File: src/rtl/fp_div_pkg.sv
// Shared constants and types for the radix-4 restoring mantissa divider.
package fp_div_pkg;

    localparam int FRAC_W_DEF = 23;
    localparam int QUOT_W_DEF = FRAC_W_DEF + 2;

    // Two quotient bits per cycle, FRAC_W+3 bits in total: ceil((frac_w+3)/2).
    function automatic int iter_cnt(input int frac_w);
        return (frac_w + 4) / 2;
    endfunction

    localparam int ITER_CNT = iter_cnt(FRAC_W_DEF);

    typedef enum logic [1:0] {
        IDLE = 2'd0,
        RUN  = 2'd1,
        DONE = 2'd2
    } div_state_t;

endpackage

File: src/rtl/div_step.sv
// One combinational restoring division step: conditional subtract, then shift left.
module div_step #(
    parameter int W = 25
) (
    input  logic [W-1:0] i_rem,
    input  logic [W-1:0] i_div,
    output logic [W-1:0] o_rem,
    output logic         o_q
);

    logic [W-1:0] w_diff;

    assign o_q    = (i_rem >= i_div);
    assign w_diff = o_q ? (i_rem - i_div) : i_rem;
    // After the subtract w_diff < divisor, so the dropped MSB is always 0.
    assign o_rem  = {w_diff[W-2:0], 1'b0};

endmodule

File: src/rtl/divider.sv
// Sequential 1.f / 1.f mantissa divider, two quotient bits per clock, truncated result.
// Define DIVIDER_STICKY_EN to add the registered inexact flag output "sticky".
module divider
    import fp_div_pkg::*;
#(
    parameter int FRAC_W = FRAC_W_DEF
) (
    input  logic              clk,
    input  logic              n_rst,
    input  logic              en,
    input  logic [FRAC_W-1:0] dividend,
    input  logic [FRAC_W-1:0] divisor,
    output logic [FRAC_W+1:0] quotient,
    output logic              finish
`ifdef DIVIDER_STICKY_EN
    ,
    output logic              sticky
`endif
);

    localparam int QUOT_W = FRAC_W + 2;
    localparam int REM_W  = FRAC_W + 2;
    localparam int ITER   = iter_cnt(FRAC_W);
    localparam int ACC_W  = 2 * ITER;
    localparam int LOW_W  = ACC_W - QUOT_W;
    localparam int CNT_W  = $clog2(ITER);
    localparam logic [CNT_W-1:0] CNT_LAST = CNT_W'(ITER - 1);

    div_state_t          r_state;
    div_state_t          w_state_next;
    logic                w_capture;
    logic                w_complete;

    logic [FRAC_W:0]     r_div;
    logic [REM_W-1:0]    r_rem;
    logic [ACC_W-3:0]    r_acc;
    logic [CNT_W-1:0]    r_cnt;
    logic [QUOT_W-1:0]   r_quotient;
    logic                r_finish;

    logic [REM_W-1:0]    w_rem1;
    logic [REM_W-1:0]    w_rem2;
    logic                w_q1;
    logic                w_q2;
    logic [ACC_W-1:0]    w_acc_next;

    div_step #(.W(REM_W)) u_step0 (
        .i_rem (r_rem),
        .i_div ({1'b0, r_div}),
        .o_rem (w_rem1),
        .o_q   (w_q1)
    );

    div_step #(.W(REM_W)) u_step1 (
        .i_rem (w_rem1),
        .i_div ({1'b0, r_div}),
        .o_rem (w_rem2),
        .o_q   (w_q2)
    );

    assign w_acc_next = {r_acc, w_q1, w_q2};

    always_ff @(posedge clk or posedge n_rst) begin
        if (n_rst) r_state <= IDLE;
        else       r_state <= w_state_next;
    end

    // NOTE: every always_comb output gets a default first so no path leaves it unassigned (no latch).
    always_comb begin
        w_state_next = r_state;
        w_capture    = 1'b0;
        w_complete   = 1'b0;
        case (r_state)
            IDLE: begin
                if (en) begin
                    w_capture    = 1'b1;
                    w_state_next = RUN;
                end
            end
            RUN: begin
                if (!en) begin
                    w_state_next = IDLE;
                end else if (r_cnt == CNT_LAST) begin
                    w_complete   = 1'b1;
                    w_state_next = DONE;
                end
            end
            DONE: begin
                if (en) begin
                    w_capture    = 1'b1;
                    w_state_next = RUN;
                end else begin
                    w_state_next = IDLE;
                end
            end
            default: w_state_next = IDLE;
        endcase
    end

    // NOTE: sequential state uses non-blocking assignments so every register samples pre-edge values.
    always_ff @(posedge clk or posedge n_rst) begin
        if (n_rst) begin
            r_div      <= '0;
            r_rem      <= '0;
            r_acc      <= '0;
            r_cnt      <= '0;
            r_quotient <= '0;
            r_finish   <= 1'b0;
        end else begin
            r_finish <= w_complete;
            if (w_capture) begin
                r_div <= {1'b1, divisor};
                r_rem <= {1'b0, 1'b1, dividend};
                r_acc <= '0;
                r_cnt <= '0;
            end else if (r_state == RUN && en) begin
                r_rem <= w_rem2;
                r_acc <= w_acc_next[ACC_W-3:0];
                r_cnt <= r_cnt + CNT_W'(1);
            end
            if (w_complete) r_quotient <= w_acc_next[ACC_W-1 -: QUOT_W];
        end
    end

    assign quotient = r_quotient;
    assign finish   = r_finish;

`ifdef DIVIDER_STICKY_EN
    logic r_sticky;

    // Inexact when the final remainder or any discarded quotient bit is nonzero.
    always_ff @(posedge clk or posedge n_rst) begin
        if (n_rst)           r_sticky <= 1'b0;
        else if (w_complete) r_sticky <= (|w_rem2) | (|w_acc_next[LOW_W-1:0]);
    end

    assign sticky = r_sticky;
`endif

endmodule

File: config.mk
export PLATFORM = sky130hd
export DESIGN_NAME = divider
export DESIGN_NICKNAME = d
export VERILOG_FILES = /design/src/rtl/fp_div_pkg.sv /design/src/rtl/div_step.sv /design/src/rtl/divider.sv
export SDC_FILE = /design/constraint.sdc
export NUM_CORES = 1
export LEC_CHECK = 0
export CORE_MARGIN = 3
export CORE_UTILIZATION = 58
export DETAILED_ROUTE_END_ITERATION = 16
export PLACE_DENSITY = 0.85
export SKIP_CTS_REPAIR_TIMING = 1
export SYNTH_ARGS = -nofsm -noshare
export SYNTH_HDL_FRONTEND = slang
export SYNTH_SLANG_ARGS = --single-unit
File: constraint.sdc
create_clock -name clk -period 6.66 [get_ports clk]
set_clock_uncertainty 0.2 [all_clocks]
set_input_delay 0.999 -clock clk [delete_from_list [all_inputs] [get_ports clk]]
set_output_delay 0.999 -clock clk [all_outputs]
set_load 0.05 [all_outputs]
==> summary.txt <==
DRT
--------------------------------------------------------------------------------------------------
Per-cell via count in the routed design                                                       6.23
Violation count after the first detailed-route iteration                                       474
Final routed wire length divided by cell count                                             19.0 µm
Vias after detailed routing                                                                   6145
Number of nets with antenna violations after detailed routing                                    0
Post-detailed-route DRC marker count                                                             0
Drt pass-1 iters                                                                                 6
Detailed-route wire length                                                                18700 µm

CLOCK NETWORK
--------------------------------------------------------------------------------------------------
# H-tree levels                                                                                  3
Number of sinks on the clock net                                                               105
Worst skew pair latency                                                                     360 ps
Number of buffers added by the clock tree synthesis step                                         9
Buffer levels on the longest clock path                                                          2
Clock transition time at the flip-flop clock pins of the worst setup and hold paths          80 ps
Clock tree from TritonCTS                                                                    built
Buffer type at the clock tree root                                                       clkbuf_16

STA
--------------------------------------------------------------------------------------------------
Max-slew headroom at the worst pin                                                           12.2%
Unrepaired setup endpoints after global routing                                              false
Post-route minimum period                                                                  6340 ps
Number of slew-limit violations in the final report                                              0
Final cycle utilization of the critical path                                                 95.2%
Fin Setup TNS                                                                                 0 ps
Hold Vio Cnt, Final                                                                              0
Final setup violating endpoints                                                                  0
Achievable frequency                                                                     0.158 GHz
Worst-margin pin slew                                                                      1320 ps

FLOORPLAN
--------------------------------------------------------------------------------------------------
Core region area                                                                        0.0117 mm²
Vertical die dimension                                                                      116 µm
Die Footprint                                                                           0.0136 mm²
Number of ports placed on the die boundary                                                      75
Starting density of the core                                                                 60.7%
X dimension of the die                                                                      116 µm
Placement row count                                                                             39

LOGIC SYNTHESIS
--------------------------------------------------------------------------------------------------
Post-synthesis sequential element count                                                        105
Share of the synthesized area in the top cell type                                           37.1%
Top cell type by total area after synthesis                                                dfrtp_1
Number of warnings issued by yosys                                                               0
Most used flip-flop cell after synthesis                                                   dfrtp_1
Post-synth net total                                                                           886
Number of flops mapped to enable cells by yosys                                                  0
Number of standard cells after synthesis                                                       785
Synth top area cells                                                                  dfrtp_1, ha_1, mux2_2
Post-synth ARST share                                                                         100%
Post-synthesis area per instance                                                          9.01 µm²
Distinct cell type count of the synthesized netlist                                             56
Sequential area share after synthesis                                                        37.1%
Post-Synthesis Cell Area                                                               0.00708 mm²

CRITICAL PATH
--------------------------------------------------------------------------------------------------
Startpoint kind of the worst setup timing path                                                flop
Worst setup slack for register-to-register paths                                            320 ps
Worst Path Max Fanout                                                                           15
Type of element capturing the critical path                                                   flop
Data required time at the worst endpoint                                                   6750 ps
Setup Crit Path Kind                                                                    reg -> reg
Data arrival time of the worst path                                                        6430 ps

CELLS AND AREA
--------------------------------------------------------------------------------------------------
Synthesis-to-finish area growth                                                              16.0%
Antenna cell count                                                                               0
Commonest non-fill, non-tap cell in the layout                                             nand2_1
Non-Filler Cell Area, Final                                                            0.00820 mm²
Fill cell instance count of the final layout                                                   910
Fin nets                                                                                       941
Share of final-layout standard cells stronger than drive strength 1                          10.3%
Utilization of the core after routing                                                        70.3%
Highest-count cells in the layout ignoring fill and taps                              nand2_1, dfrtp_1, clkdlybuf4s50_1

GLOBAL ROUTING
--------------------------------------------------------------------------------------------------
Gr ovfl total                                                                                    0
Global router's overall resource usage                                                       28.6%
Largest net degree at the start of global routing                                               67
Wire length of the first global-routing pass                                              30300 µm
Antenna violations before repair                                                                 0
Vias in the first global route                                                                6243

PLACEMENT
--------------------------------------------------------------------------------------------------
GP Congestion                                                                                0.969
Placed inst area                                                                       0.00791 mm²
Final HPWL DP                                                                             13300 µm
# port buffers                                                                                  74

RUN
--------------------------------------------------------------------------------------------------
Maxcap violations                                                                                0

STATUS
--------------------------------------------------------------------------------------------------
Run status                                                                            finished, final reports clean

MIN PATH
--------------------------------------------------------------------------------------------------
Class of the most critical hold timing path                                             reg -> reg

Yosys cell counts (3+ instances only):
master,number
a21o_1,17
o21ai_1,5
nand2_1,115
a22oi_1,3
buf_2,6
nand3_1,38
o22ai_1,14
nor2_1,27
o21ai_0,48
buf_6,3
xor2_1,14
o21a_1,6
and3_1,7
dfrtp_1,105
mux2_2,46
mux2i_1,23
a31oi_1,5
buf_1,4
a21oi_1,59
o31ai_1,8
o21bai_1,4
o211ai_1,6
nand4_1,7
nor3_1,12
clkbuf_1,26
nand2b_1,6
a41oi_1,4
inv_1,40
or3_1,6
a211oi_1,6
xnor2_1,26
ha_1,50
or2_2,3
nor2b_1,8
layout make-up:
class | count | area [µm²] | share of cell area [%]
multi-input combinational | 601 | 4140 | 50.4
timing repair buffer | 83 | 808 | 9.85
clock buffer | 9 | 225 | 2.75
tap | 143 | 179 | 2.18
sequential | 105 | 2630 | 32.0
clock inverter | 6 | 72.6 | 0.885
inverter | 40 | 153 | 1.86
flip-flops by register name (all words and copies together), names as in the netlist:
name and cells:
r_rem 25, r_cnt 4, finish 1, quotient 25, r_acc 24, r_state 2
r_div 24
per-stage QoR:
stage	setup slack, ps	std cells	hold WS [ps]
6_report	317	987	294
5_1_grt	21.9	987	320
4_1_cts	449	987	290
3_5_place_dp	532	972	268
3_3_place_gp	754	972	262
2_1_floorplan	1360	785	233
logic make-up after synthesis:
family	Yosys count	synth area share, %
AOI/OAI and AO/OA	203	18.1
adders and majority gates	52	9.41
buffers and inverters	79	4.62
DFF	105	37.1
xor gates and xnor gates	40	4.95
muxes	70	10.8
and+or+nand+nor	236	15.0
metal layers:
| metal | vias up | routed length, µm | track usage, % |
|---|---|---|---|
| met4 | 0 | 503 | 10.8 |
| met3 | 55 | 987 | 5.54 |
| li1 | 2900 | - | - |
| met1 | 2969 | 8190 | 36.9 |
| met2 | 221 | 9030 | 47.7 |
| met5 | - | 0 | 0 |
worst paths after layout:
path	from	to	cells after the start
worst max-delay path	r_div[16]$_DFFE_PP0P_	r_rem[24]$_DFFE_PP0P_	21
worst min-delay path	r_div[23]$_DFFE_PP0P_	r_div[23]$_DFFE_PP0P_	2
worst max register to register	r_div[16]$_DFFE_PP0P_	r_rem[24]$_DFFE_PP0P_	21
worst min register to register	r_div[23]$_DFFE_PP0P_	r_div[23]$_DFFE_PP0P_	2
max in group asynchronous	n_rst	r_div[7]$_DFFE_PP0P_	3
min in group asynchronous	n_rst	r_acc[22]$_DFFE_PP0P_	2
critical path, stage by stage (launching register included):
cell and delay (ps):
dfrtp_1 340, inv_1 70, ha_1 410, and3_1 340, nand2_1 120, o31ai_1 260, o21ai_1 90, o21ai_1 220
o211a_1 190, or3_1 550, mux2i_1 480, ha_1 330, nor2b_1 150, o31ai_1 390, a21oi_1 200, a31oi_1 560
o311a_1 350, o211ai_1 120, a211o_1 260, buf_4 220, mux2_4 330, o21ai_2 100
Power is not shown: default switching activity piles up to over one toggle a cycle in this logic, so the estimate is an artifact.
